## config.mk

```make
export PLATFORM = sky130hd
export DESIGN_NAME = cnt_sched
export DESIGN_NICKNAME = d
export VERILOG_FILES = /design/src/rtl/cnt_sched_pkg.sv /design/src/rtl/sync_clr_counter.sv /design/src/rtl/cnt_sched.sv
export SDC_FILE = /design/constraint.sdc
export NUM_CORES = 1
export LEC_CHECK = 0
export CORE_UTILIZATION = 45
export CTS_CLUSTER_SIZE = 8
export DETAILED_ROUTE_END_ITERATION = 16
export PLACE_DENSITY = 0.79
export SLEW_MARGIN = 40
export SYNTH_ARGS = -nofsm -noshare
export SYNTH_HDL_FRONTEND = slang
export SYNTH_HIERARCHICAL = 1
export SYNTH_SLANG_ARGS = --single-unit
```

## constraint.sdc

```tcl
create_clock -name clk -period 2.45 [get_ports clk]
set_input_delay 0.49 -clock clk [delete_from_list [all_inputs] [get_ports clk]]
set_output_delay 0.49 -clock clk [all_outputs]
set_load 0.02 [all_outputs]
```

## src/rtl/cnt_sched_pkg.sv

```systemverilog
// Shared types and default sizing for the counter scheduler.
package cnt_sched_pkg;

    typedef enum logic {
        IDLE  = 1'b0,
        COUNT = 1'b1
    } state_t;

    localparam int N_REQ_DEF = 4;
    localparam int CW_DEF    = 4;

endpackage

```

## src/rtl/sync_clr_counter.sv

```systemverilog
// CW-bit up-counter with enable and synchronous clear; clear wins over enable.
module sync_clr_counter #(
    parameter int CW = 4
) (
    input  logic          clk,
    input  logic          i_rst_n,
    input  logic          en,
    input  logic          clr,
    output logic [CW-1:0] cnt
);

    logic [CW-1:0] cnt_q;
    logic [CW-1:0] cnt_d;

    always_comb begin
        cnt_d = cnt_q;
        if (clr) begin
            cnt_d = '0;
        end else if (en) begin
            cnt_d = cnt_q + CW'(1);
        end
    end

    always_ff @(posedge clk or negedge i_rst_n) begin
        if (!i_rst_n) begin
            cnt_q <= '0;
        end else begin
            cnt_q <= cnt_d;
        end
    end

    assign cnt = cnt_q;

endmodule

```

## src/rtl/cnt_sched.sv

```systemverilog
// Round-robin scheduler granting one requester at a time a shared counter
// that runs from 0 up to that requester's latched terminal count.
//
//   state | meaning
//   IDLE  | no grant; counter held at 0; arbitrate among req
//   COUNT | one-hot grant active; counter advancing toward len_lat
module cnt_sched
    import cnt_sched_pkg::*;
#(
    parameter int N_REQ = N_REQ_DEF,
    parameter int CW    = CW_DEF
) (
    input  logic                clk,
    input  logic                i_rst_n,
    input  logic [N_REQ-1:0]    req,
    input  logic [N_REQ*CW-1:0] len,
    input  logic                abort,
    output logic [N_REQ-1:0]    gnt,
    output logic [N_REQ-1:0]    done,
    output logic                busy,
    output logic [CW-1:0]       cnt
);

    localparam int IW = (N_REQ > 1) ? $clog2(N_REQ) : 1;
    localparam logic [IW-1:0] LAST_RST = IW'(N_REQ - 1);

    state_t           state_q, state_d;
    logic [N_REQ-1:0] gnt_q, gnt_d;
    logic [N_REQ-1:0] done_q, done_d;
    logic [CW-1:0]    len_lat_q, len_lat_d;
    logic [IW-1:0]    last_q, last_d;
    logic [IW-1:0]    cur_q, cur_d;
    logic             cnt_en;
    logic             cnt_clr;
    logic             win_vld;
    logic [IW-1:0]    win_idx;
    logic [CW-1:0]    len_arr [N_REQ];

    for (genvar g = 0; g < N_REQ; g++) begin : g_len
        assign len_arr[g] = len[g*CW +: CW];
    end

    sync_clr_counter #(.CW(CW)) u_cnt (
        .clk     (clk),
        .i_rst_n (i_rst_n),
        .en      (cnt_en),
        .clr     (cnt_clr),
        .cnt     (cnt)
    );

    // Search starts one past the last served requester.
    always_comb begin
        int            cand;
        logic [IW-1:0] cand_idx;
        win_vld  = 1'b0;
        win_idx  = '0;
        cand     = 0;
        cand_idx = '0;
        for (int k = 1; k <= N_REQ; k++) begin
            cand     = (int'(last_q) + k) % N_REQ;
            cand_idx = IW'(cand);
            if (!win_vld && req[cand_idx]) begin
                win_vld = 1'b1;
                win_idx = cand_idx;
            end
        end
    end

    always_comb begin
        state_d   = state_q;
        gnt_d     = gnt_q;
        done_d    = '0;
        len_lat_d = len_lat_q;
        last_d    = last_q;
        cur_d     = cur_q;
        cnt_en    = 1'b0;
        cnt_clr   = 1'b0;
        case (state_q)
            IDLE: begin
                cnt_clr = 1'b1;
                if (win_vld) begin
                    state_d          = COUNT;
                    gnt_d            = '0;
                    gnt_d[win_idx]   = 1'b1;
                    len_lat_d        = len_arr[win_idx];
                    cur_d            = win_idx;
                end
            end
            COUNT: begin
                // Abort takes priority over a coincident terminal count.
                if (abort) begin
                    state_d = IDLE;
                    gnt_d   = '0;
                    last_d  = cur_q;
                    cnt_clr = 1'b1;
                end else if (cnt == len_lat_q) begin
                    state_d       = IDLE;
                    gnt_d         = '0;
                    done_d[cur_q] = 1'b1;
                    last_d        = cur_q;
                    cnt_clr       = 1'b1;
                end else begin
                    cnt_en = 1'b1;
                end
            end
            default: begin
                state_d = IDLE;
                gnt_d   = '0;
                cnt_clr = 1'b1;
            end
        endcase
    end

    always_ff @(posedge clk or negedge i_rst_n) begin
        if (!i_rst_n) begin
            state_q   <= IDLE;
            gnt_q     <= '0;
            done_q    <= '0;
            len_lat_q <= '0;
            last_q    <= LAST_RST;
            cur_q     <= '0;
        end else begin
            state_q   <= state_d;
            gnt_q     <= gnt_d;
            done_q    <= done_d;
            len_lat_q <= len_lat_d;
            last_q    <= last_d;
            cur_q     <= cur_d;
        end
    end

    assign gnt  = gnt_q;
    assign done = done_q;
    assign busy = (state_q == COUNT);

endmodule

```

==> impl_results.md, run 1 <==
* CP max FO at 10
* Iter 0 DRT Violations at 20
* Pwr/cell area at 889 nW/um^2
* Initial Utilization at 48.8%
* Post-place setup slack at 0.114 ns
* Synth Register Bits at 21
* CP arrival at 2.26 ns
* Post-route design area at 1530 um^2
* Setup-failing EPs final at 0
* HPWL Detailed at 1.97 mm
* Port-buffer cells at 35
* CP peak stage delay at 0.49 ns
* Cts hold-fix bufs at 0
* Synth unique cells at 31
* Setup TNS at 0 ns
* Initial antenna violation count at 0
* Final number of max-transition violations at 0
* H-tree Lvls at 1
* RSZ-0062 raised after global routing: no
* CP delay by family, top: simple AND/OR/NAND/NOR gates
* Worst-Margin Slew at 0.449 ns
* Pin count of the biggest net entering global routing at 22
* Total grt overflow at 0
* Antenna-violating nets left at 0
* Period Utilization, post-route at 83.5%
* Post-layout util at 67.9%
* Avg Cell Area, Syn at 9.91 um^2
* Register area share after synthesis at 48.0%
* Synth area leader: dfrtp_1
* Clk root buf: clkbuf_4
* CTS Buf Count at 3
* Pleak at 0.666 nW
* Mapped Nets at 135
* Clock Latency Late Sink at 0.30 ns
* Final hold vios at 0
* Routability Congestion at 0.913
* DR DRC count at 0
* Final WS setup at 0.405 ns
* CP dominant cell by count: a211oi_1
* Routed vias at 986
* Placed inst area at 1500 um^2
* Prevailing post-synth register cell: dfrtp_1
* Ant. Diodes at 0
* Reg clk slew, reported paths at 0.12 ns
* Number of global-route vias before repair at 953
* Layout cells sized above 1 at 9.80%
* Max VDD drop at 0.491 mV
* Tot Pwr at 0.00136 W
* CP bufs+invs at 1
* F_max at 489 MHz
* Clk_skew at 0.00159 ns
* Top-area cell type share of the netlist area at 43.2%
* Outcome: finished, final reports clean
* Fin crit period at 2.05 ns
* First-pass GRT wire length at 4.28 mm
* CORE AREA at 2250 um^2
* Most common library cells after synthesis: 19 x dfrtp_1, 13 x nor2_1, 10 x inv_1
* Die Wd at 51.4 um
* Cells after Synth at 111
* Drt pass-1 iters at 4
* EDFF count, synth at 0
* Top cells by area, synth: dfrtp_1 43%, a211oi_1 4.8%, dfstp_2 4.8%
* Total GRT Usage at 21.6%
* Mapped cell area at 1100 um^2
* CTS tree: built
* Final #Nets at 178
* Max-cap viol count at 0
* Worst setup path class: primary input to flip-flop
* Wire per inst at 14.0 um
* Vias per cell at 5.45
* Yosys warns at 6
* Post-CTS setup buffers at 0
* Die area at 2650 um^2
* FP Rows at 17
* Hold Path Class: flip-flop to flip-flop
* CP Capture Type: flip-flop
* Die height at 51.4 um
* Post-CTS sizing at 0
* Clock Tree Buf Depth at 2
* CTS sink count at 21
* Critical path, cell by cell: clkdlybuf4s50_1 -> nor2b_1 -> o21ai_2 -> and3_1 -> a211oi_1 -> a211oi_1
* Startpoint Class: primary input
* Crit path max-delay cell type: clkdlybuf4s50_1
* Most common cell in the netlist: dfrtp_1
* CP required at 2.66 ns
* Async S/R FF share, synth at 100%
* # IOs at 36
* Area Overhead vs Synth at 39.1%
* Total wire length at 2.53 mm
* Max-slew headroom at 69.8%
-- metrics by stage --
step                cells  hold WS, ns
CTS                   181        0.475
floorplan             111        0.194
global route          181        0.495
finish                181        0.467
detailed placement    177        0.457
global placement      177        0.447
-- report_power, final --
part           total (W)  internal (W)  leakage, nW  switching [W]
Clock           0.000169     0.0000634       0.0150       0.000105
Combinational   0.000632      0.000292        0.385       0.000340
Sequential      0.000559      0.000465        0.266      0.0000938
-- kinds of logic after synthesis --
kind of cell / count (synthesis) / synth area share (%)
adders and majority gates: 1 / 1.14
muxes: 6 / 5.92
xor gates and xnor gates: 5 / 3.98
AOI/OAI and AO/OA: 29 / 18.8
and+or+nand+nor: 38 / 17.7
DFF: 21 / 48.0
buffers and inverters: 11 / 4.44
-- worst reg2reg max path, delay by kind of cell, from the launching register on --
kind | cells | cell delay [ns]
DFF | 1 | 0.47
buffers and inverters | 1 | 0.11
and+or+nand+nor | 3 | 0.75
muxes | 1 | 0.30
xor gates and xnor gates | 1 | 0.17
-- final cells by class --
class,instances,area (um^2)
flip-flops and latches,21,528
fillers,210,724
well taps,28,35.0
clock buffers,4,26.3
inverters,10,37.5
repair buffers,39,380
multi-input cells,79,523
-- flip-flops by register name (all words and copies together) (netlist names) --
signal,flops
busy,1
cur_q,2
done,4
gnt,4
last_q,2
len_lat_q,4
u_cnt/cnt,4
-- path summary, 6_finish.rpt --
check	startpoint	end	slack, ns	cells after the start
min reg2reg	cur_q[1]	done[0]	0.47	1
min	cur_q[1]	done[0]	0.47	1
max in group asynchronous	i_rst_n	last_q[0]	1.65	2
min in group asynchronous	i_rst_n	u_cnt/cnt[2]	0.52	2
max	req[1]	len_lat_q[1]	0.40	6
max reg2reg	u_cnt/cnt[0]	u_cnt/cnt[3]	0.56	6
-- placed cells by master (no fill, tap or decap) --
master           Yosys  final
nand3b_1             2      2
or3b_1               2      2
or2_1                3      3
mux2_4               1      1
or2_2                1      1
nor2b_1              5      5
a21oi_1              2      2
nand2_1              6      6
o21ai_1              2      2
xnor2_1              1      1
buf_4                0      4
xor2_1               4      4
mux2i_1              5      5
o21ai_2              2      2
o2bb2ai_1            2      2
dfstp_2              2      2
a21bo_2              1      1
a31oi_1              4      4
ha_1                 1      1
clkbuf_1             0      1
inv_1               10     10
a211oi_1             7      7
nor3_1               2      2
clkdlybuf4s50_1      0     35
clkbuf_4             0      3
nor2_1              13     13
nand4_1              1      1
and3_1               1      1
a22o_1               2      2
o311ai_1             1      1
o21ai_0              5      5
a211oi_2             1      1
nor4_1               2      2
dfrtp_1             19     19
-- routing by layer --
layer	wire length [um]	track usage (%)	vias up	part of all wire, %
met5	0	0	-	0
met2	1270	38.1	36	50
met3	85	1.79	6	3.4
met1	1140	27.2	465	45
li1	-	-	479	-
met4	39	8.11	0	1.5
No activity file was read; power rests on OpenSTA's default activity.
==> inputs of run 2 (changes only) <==
CORE_UTILIZATION = 40   (was 45)
PLACE_DENSITY = 0.74   (was 0.79)
clock period = 1.8 ns   (was 2.45 ns; I/O delays follow)
==> impl_results.md, run 2 (synthesis gave the netlist of run 1 again) <==
* Outcome: finished, final reports clean (unchanged)
* Post-route design area at 1700 um^2 (was 1530 um^2)
* Initial antenna violation count at 0 (unchanged)
* Die Wd at 54.4 um (was 51.4 um)
* Max-cap viol count at 0 (unchanged)
* FP Rows at 18 (was 17)
* F_max at 560 MHz
* Vias per cell at 5.14 (was 5.45)
* Fin crit period at 1.78 ns
* Pin count of the biggest net entering global routing at 22 (unchanged)
* Die area at 2960 um^2 (was 2650 um^2)
* Placed inst area at 1620 um^2 (was 1500 um^2)
* CP max FO at 10 (unchanged)
* CTS tree: built (unchanged)
* Drt pass-1 iters at 4 (unchanged)
* Final hold vios at 0 (unchanged)
* Total GRT Usage at 20.7% (was 21.6%)
* Clock Latency Late Sink at 0.30 ns (about the same)
* Period Utilization, post-route at 99.2%
* Reg clk slew, reported paths at 0.12 ns (about the same)
* Worst-Margin Slew at 0.403 ns (was 0.449 ns)
* Initial Utilization at 43.2% (was 48.8%)
* Post-CTS setup buffers at 0 (unchanged)
* Area of the multi-input gates at 581 um^2 (was 523 um^2)
* Most frequent cells in the layout: 34 x clkdlybuf4s50_1, 15 x dfrtp_1, 15 x buf_4, 13 x nor2_1, 9 x inv_1 (was 35 x clkdlybuf4s50_1, 19 x dfrtp_1, 13 x nor2_1, 10 x inv_1, 7 x a211oi_1)
* Clk_skew at 0.00121 ns (was 0.00159 ns)
* Clock Tree Buf Depth at 2 (unchanged)
* Total grt overflow at 0 (unchanged)
* RR Startpoint: len_lat_q[2] (was u_cnt/cnt[0])
* Final #Nets at 190 (was 178)
* Setup TNS at 0 ns (unchanged)
* CP required at 1.98 ns (was 2.66 ns)
* Hold Path Class: primary input to async pin (was flip-flop to flip-flop)
* Routed vias at 1,003 (was 986)
* # IOs at 36 (unchanged)
* First-pass GRT wire length at 4.24 mm (was 4.28 mm)
* CP arrival at 1.97 ns (was 2.26 ns)
* CTS sink count at 21 (unchanged)
* Worst setup path class: primary input to flip-flop (unchanged)
* CTS Buf Count at 3 (unchanged)
* Total wire length at 2.67 mm (was 2.53 mm)
* Antenna-violating nets left at 0 (unchanged)
* Area Overhead vs Synth at 54.4% (was 39.1%)
* Setup-failing EPs final at 0 (unchanged)
* Wire per inst at 13.7 um (was 14.0 um)
* Max VDD drop at 0.788 mV (was 0.491 mV)
* Reg-to-Reg End: u_cnt/cnt[3] (unchanged)
* Iter 0 DRT Violations at 14 (was 20)
* HPWL Detailed at 2.06 mm (was 1.97 mm)
* Max-slew headroom at 72.8% (was 69.8%)
* Routability Congestion at 0.737 (was 0.913)
* Final number of max-transition violations at 0 (unchanged)
* Number of global-route vias before repair at 1,002 (was 953)
* Ant. Diodes at 0 (unchanged)
* Die height at 54.4 um (was 51.4 um)
* Pleak at 0.733 nW (was 0.666 nW)
* WHS at 0.386 ns (was 0.467 ns)
* Sequential Area at 533 um^2 (was 528 um^2)
* Reg2Reg Depth at 6 (unchanged)
* Commonest non-fill, non-tap cell in the layout: clkdlybuf4s50_1 (unchanged)
* Startpoint Class: primary input (unchanged)
* Clk root buf: clkbuf_4 (unchanged)
* Filler instances at 205 (was 210)
* Layout cells sized above 1 at 26.7% (was 9.80%)
* CP Capture Type: flip-flop (unchanged)
* Post-layout util at 66.7% (was 67.9%)
* DR DRC count at 0 (unchanged)
* Pwr/cell area at 1210 nW/um^2 (was 889 nW/um^2)
* H-tree Lvls at 1 (unchanged)
* CORE AREA at 2540 um^2 (was 2250 um^2)
* RSZ-0062 raised after global routing: yes (was no)
* R2r setup slk at 0.09 ns (was 0.56 ns)
* Port-buffer cells at 35 (unchanged)
-- run 2: changes by cell type in the layout (fill, tap and decap cells not counted), sizes merged --
cell	previous run	this run
buf	4	16
clkbuf	4	3
clkdlybuf4s50	35	34
clkinv	0	1
dlygate4sd2	0	1
-- run 2: critical path: stages --
cell             delay [ns]
clkdlybuf4s50_1        0.55
nor2b_2                0.25
o21ai_2                0.09
and3_1                 0.18
buf_12                 0.15
a211oi_1               0.30
a211oi_1               0.09
-- run 2: metal layers --
| layer | track usage (%) | vias up | wire length, um |
|---|---|---|---|
| met5 | 0 | - | 0 |
| met4 | 8.55 | 0 | 13 |
| met3 | 4.44 | 2 | 119 |
| met2 | 34.8 | 33 | 1310 |
| met1 | 25.4 | 468 | 1220 |
| li1 | - | 500 | - |
-- run 2: metrics by stage --
stage	instances	total power, W	worst slack, ns
final	195	0.00206	0.0151
after global placement	191	0.00173	-0.349
after floorplan	111	0.00132	0.0344
after CTS	195	0.00203	0.0188
after global routing	195	0.00220	-0.00343
after detailed placement	191	0.00178	-0.394
-- run 2: what timing repair did --
item,in CTS,in global routing
gates resized for setup,4,6
endpoints found under the setup margin,4,5
hold buffers,0,0
pin swaps,0,2
-- run 2: worst max-delay path by stage --
| stage | from | endpoint |
|---|---|---|
| after global routing | len_lat_q[2] | u_cnt/cnt[2] |
| after global placement | req[3] | len_lat_q[2] |
| final | req[3] | len_lat_q[0] |
| after floorplan | u_cnt/cnt[0] | u_cnt/cnt[3] |
| after CTS | req[1] | len_lat_q[1] |
| after detailed placement | req[3] | len_lat_q[2] |
-- run 2: where the power goes --
part / total (W) / leakage (nW) / internal (W) / switching, W
logic: 0.00105 / 0.455 / 0.000518 / 0.000527
clock network: 0.000225 / 0.0177 / 0.0000828 / 0.000142
registers: 0.000785 / 0.259 / 0.000634 / 0.000151
total: 0.00206 / 0.733 / 0.00124 / 0.000820
-- run 2: layout make-up --
type / count / share of cell area, %
clock buffer: 3 / 1.33
clock inverter: 1 / 0.295
inverter: 10 / 2.21
multi-input combinational: 79 / 34.2
sequential: 21 / 31.4
tap: 30 / 2.21
timing repair buffer: 51 / 28.4
